## src/rtl/fetch_unit.sv

```systemverilog
// fetch_unit: instruction-fetch front end feeding decode.
//
// Owns the fetch PC, issues one word read at a time to instruction memory
// (req/ack), buffers returned words tagged with their PC in a DEPTH-entry
// FIFO, and hands them to decode over valid/ready. A redirect flushes the
// buffer and restarts fetch at the new target; if a read is still in flight
// the unit waits for its ack (DRAIN), discards it, then fetches the target.
//
// Ports:
//   clk, reset             clock, asynchronous active-high reset
//   imem_req, imem_addr    read request and word-aligned byte address
//   imem_ack, imem_data    read completion and returned word
//   instr_valid, instr,    FIFO head: valid flag, word, and its PC
//   instr_pc, instr_ready  decode accepts head when valid && ready
//   redirect, redirect_pc  one-cycle flush pulse and new fetch target
module fetch_unit #(
    parameter int unsigned DEPTH    = 4,
    parameter logic [31:0] RESET_PC = 32'h0000_0000
) (
    input  logic        clk,
    input  logic        reset,
    output logic        imem_req,
    output logic [31:0] imem_addr,
    input  logic        imem_ack,
    input  logic [31:0] imem_data,
    output logic        instr_valid,
    output logic [31:0] instr,
    output logic [31:0] instr_pc,
    input  logic        instr_ready,
    input  logic        redirect,
    input  logic [31:0] redirect_pc
);

    localparam int unsigned PTR_W = (DEPTH > 1) ? $clog2(DEPTH) : 1;
    localparam int unsigned CNT_W = PTR_W + 1;

    typedef enum logic {FETCH, DRAIN} state_t;

    state_t             state;
    logic [31:0]        fetch_pc;
    logic [31:0]        pend_pc;
    logic [PTR_W-1:0]   head;
    logic [PTR_W-1:0]   tail;
    logic [CNT_W-1:0]   count;
    logic [31:0]        pc_mem   [DEPTH];
    logic [31:0]        word_mem [DEPTH];

    logic               xfer;
    logic               pop;
    logic               push;
    logic [31:0]        target;

    always_comb begin
        imem_req    = !reset && (((state == FETCH) && (count < CNT_W'(DEPTH)))
                                 || (state == DRAIN));
        imem_addr   = fetch_pc;
        instr_valid = (count != '0);
        instr       = word_mem[head];
        instr_pc    = pc_mem[head];
        xfer        = imem_req && imem_ack;
        pop         = instr_valid && instr_ready;
        // Acks seen in DRAIN or alongside a redirect belong to a stale stream.
        push        = (state == FETCH) && xfer && !redirect;
        target      = {redirect_pc[31:2], 2'b00};
    end

    always_ff @(posedge clk) begin
        if (push) begin
            pc_mem[tail]   <= fetch_pc;
            word_mem[tail] <= imem_data;
        end
    end

    always_ff @(posedge clk or posedge reset) begin
        if (reset) begin
            state    <= FETCH;
            fetch_pc <= RESET_PC;
            pend_pc  <= '0;
            head     <= '0;
            tail     <= '0;
            count    <= '0;
        end else begin
            // FIFO bookkeeping: a flush overrides any push/pop this cycle.
            if (redirect) begin
                head  <= '0;
                tail  <= '0;
                count <= '0;
            end else begin
                if (push)
                    tail <= tail + 1'b1;
                if (pop)
                    head <= head + 1'b1;
                if (push && !pop)
                    count <= count + 1'b1;
                else if (!push && pop)
                    count <= count - 1'b1;
            end

            case (state)
                FETCH: begin
                    if (redirect) begin
                        if (xfer || !imem_req) begin
                            fetch_pc <= target;
                        end else begin
                            // Request in flight: keep it on the bus until acked.
                            pend_pc <= target;
                            state   <= DRAIN;
                        end
                    end else if (xfer) begin
                        fetch_pc <= fetch_pc + 32'd4;
                    end
                end
                DRAIN: begin
                    if (redirect)
                        pend_pc <= target;
                    if (xfer) begin
                        // A redirect coinciding with the stale ack takes priority.
                        fetch_pc <= redirect ? target : pend_pc;
                        state    <= FETCH;
                    end
                end
                default: state <= FETCH;
            endcase
        end
    end

endmodule

```

## config.mk

```make
export PLATFORM = sky130hd
export DESIGN_NAME = fetch_unit
export DESIGN_NICKNAME = d
export VERILOG_FILES = /design/src/rtl/fetch_unit.sv
export SDC_FILE = /design/constraint.sdc
export NUM_CORES = 1
export LEC_CHECK = 0
export BUFFER_PORTS_ARGS = -buffer_cell sky130_fd_sc_hd__buf_2
export CAP_MARGIN = 20
export CELL_PAD_IN_SITES_DETAIL_PLACEMENT = 1
export CELL_PAD_IN_SITES_GLOBAL_PLACEMENT = 1
export CORE_MARGIN = 2
export CORE_UTILIZATION = 49
export DETAILED_ROUTE_END_ITERATION = 12
export HOLD_SLACK_MARGIN = 0.08
export PLACE_DENSITY_LB_ADDON = 0.1
export RECOVER_POWER = 100
export SYNTH_ARGS = -nofsm -noshare
export SYNTH_HDL_FRONTEND = slang
export SYNTH_SLANG_ARGS = --single-unit
```

## constraint.sdc

```tcl
create_clock -name clk -period 3.7 [get_ports clk]
set_clock_uncertainty 0.2 [all_clocks]
set_input_delay 0.555 -clock clk [delete_from_list [all_inputs] [get_ports clk]]
set_output_delay 0.555 -clock clk [all_outputs]
set_load 0.01 [all_outputs]
```

==> run_results.csv, run 1 <==
group,metric,value,unit
run_status,status,"finished, final reports clean",
clock_tree,ctsLongestPathBuffers,3,
timing,setup_tns,0,ns
logic_synthesis,syn-num-nets,862,
timing,max_freq,306,MHz
logic_synthesis,seq_area_frac_synth,71.5,%
clock_tree,clk_pin_slew,0.06,ns
setup_path,worst_path_arrival,3.50,ns
min_path,hold_path.startpoint,"redirect_pc[24]",
setup_path,critPathLaunchType,"flop",
grt,grt_pass1_wl,49800,µm
setup_path,sequence_of_cells_on_the_critical_path,"clkbuf_2, o21ba_1, a22oi_1, clkbuf_2, or3_1, a21oi_1",
place,port-buffer-count,164,
setup_path,timing.setup.critical_path_class,"reg2reg",
setup_path,regToRegStartpoint,"state$_DFF_PP0_",
clock_tree,post_cts_setup_inserts,0,
logic_synthesis,post_synth_fa_ha_maj_area_fraction,0.622,%
grt,grt_pass1_vias,8745,
route,ant_nets,0,
logic_synthesis,synth-edff-count,256,
logic_synthesis,synth.ff_latch_count,328,
logic_synthesis,syn_area_per_cell,16.9,µm²
floorplan,boundaryPins,167,
final_layout,final_cells,1371,
timing,worst_slew_pin_slew,1.33,ns
final_layout,synthToLayoutAreaGrowth,20.4,%
route,via_count,8048,
logic_synthesis,synth_simple_gate_area_share,6.16,%
final_layout,final_layout_size_suffix_gt1_share,21.3,%
timing,max-slew-margin-rel,10.9,%
timing,hold_slack,0.0977,ns
logic_synthesis,yosys_synthesis_warning_count,0,
logic_synthesis,synth_area,13300,µm²
setup_path,family_with_the_most_delay_on_the_worst_path,"buffers and inverters",
route,drtIter0Drc,559,
setup_path,highest_delay_cell_along_the_critical_path,"clkbuf_2",
clock_tree,cts_resized,0,
clock_tree,clock_tree.htree_level_count,2,
logic_synthesis,netlist_instances,787,
floorplan,chipHeight,169,µm
timing,finalSetupViolCount,0,
logic_synthesis,post_synth_xor_area_fraction,0.462,%
clock_tree,cts_buffers,35,
timing,final_critical_path_share_of_the_clock_period,88.3,%
logic_synthesis,postSynth.topFlopCell,"edfxtp_1",
route,drt_drc_violations_left,0,
pwr,worst_ir_drop_vdd,362,µV
setup_path,startpoint,"state$_DFF_PP0_",
route,vias_per_cell,5.87,
route,drt-pass1-iter-count,4,
floorplan,initial_core_util,49.5,%
setup_path,timing.critical_path.buf_inv,2,
place,placed_instances,1274,
min_path,timing.hold.worst.class,"in2reg",
final_layout,num_antenna_cells,0,
floorplan,die_w,169,µm
logic_synthesis,synth_async_sr_flop_share,22.0,%
timing,grt_setup_unrepaired,"false",
floorplan,rows,60,
final_layout,layout.cells.most_common,"edfxtp_1",
grt,grt.total_usage,22.9,%
timing,final-hold-violation-count,0,
place,pre_cts_ws,0.840,ns
timing,number_of_pins_exceeding_their_max_slew_limit_in_the_final_report,0,
logic_synthesis,synth_compound_area_share,6.06,%
job,max-cap-violations,0,
grt,grt_start_max_net_pins,61,
setup_path,worstSetupEndpointType,"flop",
grt,grt_remaining_overflow,0,
final_layout,mostFrequentLayoutCells,"edfxtp_1 (256), clkbuf_1 (136), dfrtp_1 (70)",
final_layout,nets,1078,
clock_tree,clkLatencyLatePin,0.51,ns
logic_synthesis,main_combinational_cell_family_by_area_after_synthesis,"multiplexers",
clock_tree,clock_tree_root,"clkbuf_16",
setup_path,cp_max_fo,53,
timing,post-route-min-period,3.27,ns
place,dp_hpwl,20700,µm
logic_synthesis,synth_mux_area_share,13.5,%
grt,antenna_found_initial,0,
clock_tree,cts_tree,"done",
pwr,total_power_density_per_cell_area,661,nW/µm²
route,drt_wl_total,32100,µm
route,avgRoutedWirePerCell,23.4,µm
floorplan,die_area,28400,µm²
setup_path,worst_ep_required_time,3.93,ns
place,place.gp.congestion,0.847,
clock_tree,clock-sinks,328,
floorplan,coreArea,26800,µm²
logic_synthesis,netlist-cell-type-count,56,
timing,final.setup.worst_slack,0.431,ns
final_layout,final_core_utilization,59.6,%
setup_path,critPathMaxStageDelay,0.65,ns
pwr,power_leakage,5.43,nW
setup_path,critical-path-top-cell-by-count,"clkbuf_2",
## final timing paths
path,to,depth (start not counted),slack (ns)
max,imem_addr[27]$_DFFE_PP0P_,6,0.43
min,pend_pc[24]$_DFFE_PP0P_,2,0.1
max reg2reg,imem_addr[27]$_DFFE_PP0P_,6,0.43
min reg2reg,pend_pc[31]$_DFFE_PP0P_,2,0.28
max in group asynchronous,imem_addr[31]$_DFFE_PP0P_,4,0.80
min in group asynchronous,pend_pc[25]$_DFFE_PP0P_,3,0.86
## worst reg2reg max path: stages, from the launching register on
cell      delay [ns]
dfrtp_1         0.37
clkbuf_2        0.65
o21ba_1         0.58
a22oi_1         0.10
clkbuf_2        0.55
or3_1           0.58
a21oi_1         0.17
## through the flow
step	instance area (µm²)	power, mW
after detailed placement	14700	7.30
final	16000	10.6
after global routing	16000	11.0
after global placement	14700	7.16
after floorplan	13300	6.28
after CTS	16200	10.8
## state kept, by name (all words and copies together) (netlist names)
name	flops
count	3
imem_addr	32
pend_pc	32
word_mem	128
head	2
pc_mem	128
state	1
tail	2
## cell families after synthesis
family                   Yosys count
flip-flops                       328
buffers and inverters             58
AO/OA/AOI/OAI                    130
adder cells (fa/ha/maj)            6
multiplexers                      96
XOR/XNOR                           7
AND/OR/NAND/NOR                  162
## cell type report
cell class              count  area (µm²)
repair buffers            222        1290
fillers                  2525       10800
clock inverters            18         183
flip-flops and latches    328        9500
clock buffers              46         958
inverters                  15        56.3
well taps                 341         427
multi-input cells         401        3580
## synth_stat cells (4+ instances only)
master,n,area share [%]
nand3_1,14,0.53
nand2b_1,4,0.19
nand4_1,9,0.42
mux4_2,64,11
buf_1,9,0.25
and3_1,8,0.38
edfxtp_1,256,58
a221oi_1,6,0.40
o2bb2ai_1,4,0.26
dfrtp_1,72,14
nor2b_1,6,0.28
and2_1,8,0.38
nor2_1,37,1.0
nor3_1,12,0.45
mux2_2,28,2.4
a31oi_1,6,0.28
ha_1,5,0.47
mux2i_1,4,0.30
buf_2,5,0.19
nand2_1,46,1.3
o21ai_0,49,1.8
inv_1,15,0.42
xnor2_1,5,0.33
a21oi_1,31,1.2
o311ai_0,4,0.26
o22ai_1,4,0.19
clkbuf_1,29,0.82
nor4_1,6,0.28
## power breakdown
part | switching, mW | total (mW) | internal, mW
Clock | 1.38 | 3.43 | 2.05
Combinational | 1.19 | 2.16 | 0.969
Sequential | 0.545 | 4.97 | 4.43
Total | 3.12 | 10.6 | 7.44
## layer usage
metal | vias to the layer above | routed length [µm] | global-route usage [%]
met2 | 240 | 16100 | 38.6
met5 | - | 0 | 0
met3 | 50 | 1520 | 3.88
met4 | 0 | 876 | 7.46
met1 | 4210 | 13600 | 30.7
li1 | 3548 | - | -
## what timing repair did
item | 4_1_cts | 5_1_grt
setup endpoints to repair | 0 | 0
hold endpoints to repair | 159 | 0
hold buffers | 33 | 0
No activity file was read; power rests on OpenSTA's default activity.
==> run 2: changes to the inputs <==
--- a/config.mk
+++ b/config.mk
@@ -5,12 +5,13 @@
 export SDC_FILE = /design/constraint.sdc
 export NUM_CORES = 1
 export LEC_CHECK = 0
+export ABC_AREA = 1
 export BUFFER_PORTS_ARGS = -buffer_cell sky130_fd_sc_hd__buf_2
 export CAP_MARGIN = 20
 export CELL_PAD_IN_SITES_DETAIL_PLACEMENT = 1
 export CELL_PAD_IN_SITES_GLOBAL_PLACEMENT = 1
 export CORE_MARGIN = 2
-export CORE_UTILIZATION = 49
+export CORE_UTILIZATION = 46
 export DETAILED_ROUTE_END_ITERATION = 12
 export HOLD_SLACK_MARGIN = 0.08
 export PLACE_DENSITY_LB_ADDON = 0.1
==> run 2 against run 1 <==
The flow now finishes with violations (max-capacitance violations, max-slew violations). Global-route usage up 1.5 points. First-iteration DRC count increased by 8.9%. Clock power is 6.7% higher. Non-clock buffer count grew 10. Synthesized cell count rose by 64%. Combinational power rose by 31%. Largest power group unchanged.
==> run_results.csv, run 2 <==
group,metric,value,unit
floorplan,initial_core_util,46.7,%
final_layout,layout_top_registers,"pc_mem x128, word_mem x128",
clock_tree,clock_tree.htree_level_count,2,
logic_synthesis,yosys_synthesis_warning_count,0,
run_status,failed_checks,"max-capacitance violations, max-slew violations",
timing,post-route-min-period,2.97,ns
logic_synthesis,netlist-cell-type-count,35,
logic_synthesis,yosys-top-cells-count,"nand2_1 (269), edfxtp_1 (256), nor2_1 (226)",
place,detailed_place.area,15100,µm²
logic_synthesis,netlist_instances,1294,
setup_path,highest_delay_cell_along_the_critical_path,"dfrtp_4",
final_layout,num_antenna_cells,0,
place,placed_instances,1800,
min_path,worstHoldPathCells,3,
logic_synthesis,synth.ff_latch_count,328,
clock_tree,cts_tree,"done",
logic_synthesis,synth_largest_type_area_fraction,55.6,%
place,place.gp.congestion,0.811,
place,port-buffer-count,164,
setup_path,worstSetupEndpointType,"output port",
floorplan,die_area,31500,µm²
grt,grt_start_max_net_pins,130,
min_path,timing.hold.worst.class,"in2reg",
timing,final-hold-violation-count,0,
clock_tree,clock-sinks,328,
logic_synthesis,syn-num-nets,1369,
setup_path,worst_path_arrival,2.22,ns
logic_synthesis,post_synth_main_area_contributors,"edfxtp_1 (56%), dfrtp_1 (13%), nand2_1 (7.3%)",
clock_tree,post_cts_setup_inserts,0,
timing,final_critical_path_share_of_the_clock_period,80.4,%
floorplan,die_w,177,µm
pwr,total_power_density_per_cell_area,702,nW/µm²
grt,grt_pass1_vias,11100,
final_layout,final_layout_size_suffix_gt1_share,7.40,%
setup_path,cp_max_fo,25,
run_status,status,"finished with violations",
logic_synthesis,postSynth.topFlopCell,"edfxtp_1",
logic_synthesis,synth_area,13800,µm²
route,drt-pass1-iter-count,4,
pwr,post_layout_total_power,11.7,mW
logic_synthesis,syn_area_per_cell,10.7,µm²
timing,grt_setup_unrepaired,"false",
clock_tree,clk_pin_slew,0.06,ns
setup_path,critPathLaunchType,"flop",
timing,max-slew-margin-rel,-29.4,%
final_layout,layout.cells.most_common,"nand2_1",
place,dp_hpwl,22400,µm
final_layout,mostFrequentLayoutCells,"nand2_1 (273), edfxtp_1 (256), nor2_1 (227)",
timing,hold_slack,0.0958,ns
setup_path,r2r.worst_path.cells,7,
setup_path,timing.critical_path.buf_inv,3,
setup_path,timing.setup.critical_path_class,"reg2out",
route,ant_nets,0,
setup_path,critical_path_depth_in_cells,5,
grt,grt.total_usage,24.4,%
clock_tree,clkLatencyLatePin,0.51,ns
setup_path,family_with_the_most_delay_on_the_worst_path,"buffers and inverters",
pwr,worst_ir_drop_vdd,399,µV
floorplan,chipHeight,177,µm
logic_synthesis,synth-edff-count,256,
floorplan,boundaryPins,167,
final_layout,fin_area,16600,µm²
pwr,power_leakage,6.26,nW
job,max-cap-violations,1,
grt,grt_remaining_overflow,0,
final_layout,final-seq-area,9490,µm²
route,drt_drc_violations_left,0,
timing,worst_slew_pin_slew,1.94,ns
timing,max_freq,336,MHz
clock_tree,cts_buffers,36,
final_layout,nets,1575,
route,drtIter0Drc,609,
timing,finalSetupViolCount,0,
logic_synthesis,synth_async_sr_flop_share,22.0,%
timing,final.setup.worst_slack,0.726,ns
final_layout,final.fill_count,3282,
setup_path,worst_ep_required_time,2.94,ns
logic_synthesis,seq_area_frac_synth,68.6,%
logic_synthesis,post-synth-top-count-cell,"nand2_1",
final_layout,final_cells,1917,
route,via_count,10400,
floorplan,coreArea,29600,µm²
final_layout,synthToLayoutAreaGrowth,20.4,%
setup_path,critPathMaxStageDelay,0.49,ns
place,pre_cts_ws,0.842,ns
clock_tree,clock_tree_root,"clkbuf_16",
grt,antenna_found_initial,0,
clock_tree,ctsLongestPathBuffers,3,
final_layout,multi_input_comb_area,3860,µm²
route,avgRoutedWirePerCell,19.8,µm
timing,number_of_pins_exceeding_their_max_slew_limit_in_the_final_report,73,
route,vias_per_cell,5.44,
route,drt_wl_total,37900,µm
floorplan,rows,63,
grt,grt_pass1_wl,59700,µm
logic_synthesis,netlist.top_cell.by_area,"edfxtp_1",
setup_path,sequence_of_cells_on_the_critical_path,"clkinv_2, buf_4, o21ai_0, o22ai_1, clkbuf_1",
[run 2: cell count changes in the layout (fill, tap and decap cells not counted), moves of 28 or more]
cell     delta
o22ai_1    +62
mux4_2     -64
nand2_1   +227
a21oi_1    +40
nor2_1    +190
inv_1      +33
o21ai_0   +102
mux2_2     -28
[run 2: layer usage]
| metal | global-route usage, % | vias up | wire (µm) | share of wire (%) |
|---|---|---|---|---|
| li1 | - | 4909 | - | - |
| met1 | 31.4 | 5243 | 16400 | 43 |
| met2 | 43.7 | 217 | 19400 | 51 |
| met3 | 3.06 | 50 | 1400 | 3.7 |
| met4 | 6.28 | 0 | 647 | 1.7 |
| met5 | 0 | - | 0 | 0 |
[run 2: worst register-to-register path, stage by stage (launching register included)]
cell	delay (ns)
dfrtp_1	0.50
inv_1	0.24
a21oi_1	0.28
nand2_1	0.18
nor2_1	0.28
inv_1	0.18
nor2_1	0.22
buf_12	0.36
[run 2: cell families after synthesis]
family                     count (synthesis)  synth area share [%]
and+or+nand+nor                          528                  14.9
DFF                                      328                  68.6
AOI/OAI and AO/OA                        305                  11.9
buffers and inverters                    117                  3.29
xor gates and xnor gates                   7                 0.443
adders and majority gates                  6                 0.597
muxes                                      3                 0.244
[run 2: through the flow]
| step | setup TNS [ns] | util (%) |
|---|---|---|
| 6_report | 0 | 56.2 |
| 3_5_place_dp | 0 | 51.1 |
| 3_3_place_gp | 0 | 51.1 |
| 5_1_grt | 0 | 56.2 |
| 2_1_floorplan | -220.49 | - |
| 4_1_cts | 0 | 56.9 |
[run 2: cell type report]
| type | instances | share of cell area (%) |
|---|---|---|
| clock buffer | 45 | 5.61 |
| clock inverter | 20 | 1.56 |
| inverter | 53 | 1.20 |
| multi-input combinational | 849 | 23.2 |
| sequential | 328 | 57.0 |
| tap | 390 | 2.93 |
| timing repair buffer | 232 | 8.45 |
[run 2: repair_timing]
| action | 4_1_cts | 5_1_grt |
|---|---|---|
| gates resized for setup | 0 | 0 |
| endpoints found under the hold margin | 148 | 0 |
| hold buffers | 52 | 0 |
[run 2: where the power goes]
part	total, mW	switching (mW)	internal [mW]
logic	2.82	1.91	0.906
registers	5.21	0.642	4.57
clock network	3.66	1.44	2.22
total	11.7	3.99	7.70
[run 2: worst paths after layout]
path	from	end	slack [ns]
worst max-delay path	head[0]$_DFFE_PP0P_	instr_pc[7]	0.73
worst min-delay path	redirect_pc[4]	pend_pc[4]$_DFFE_PP0P_	0.1
worst max register to register	state$_DFF_PP0_	pc_mem[1][31]$_DFFE_PP_	0.81
worst min register to register	pend_pc[10]$_DFFE_PP0P_	pend_pc[10]$_DFFE_PP0P_	0.28
max in group asynchronous	reset	head[0]$_DFFE_PP0P_	1.35
min in group asynchronous	reset	count[1]$_DFFE_PP0P_	0.57
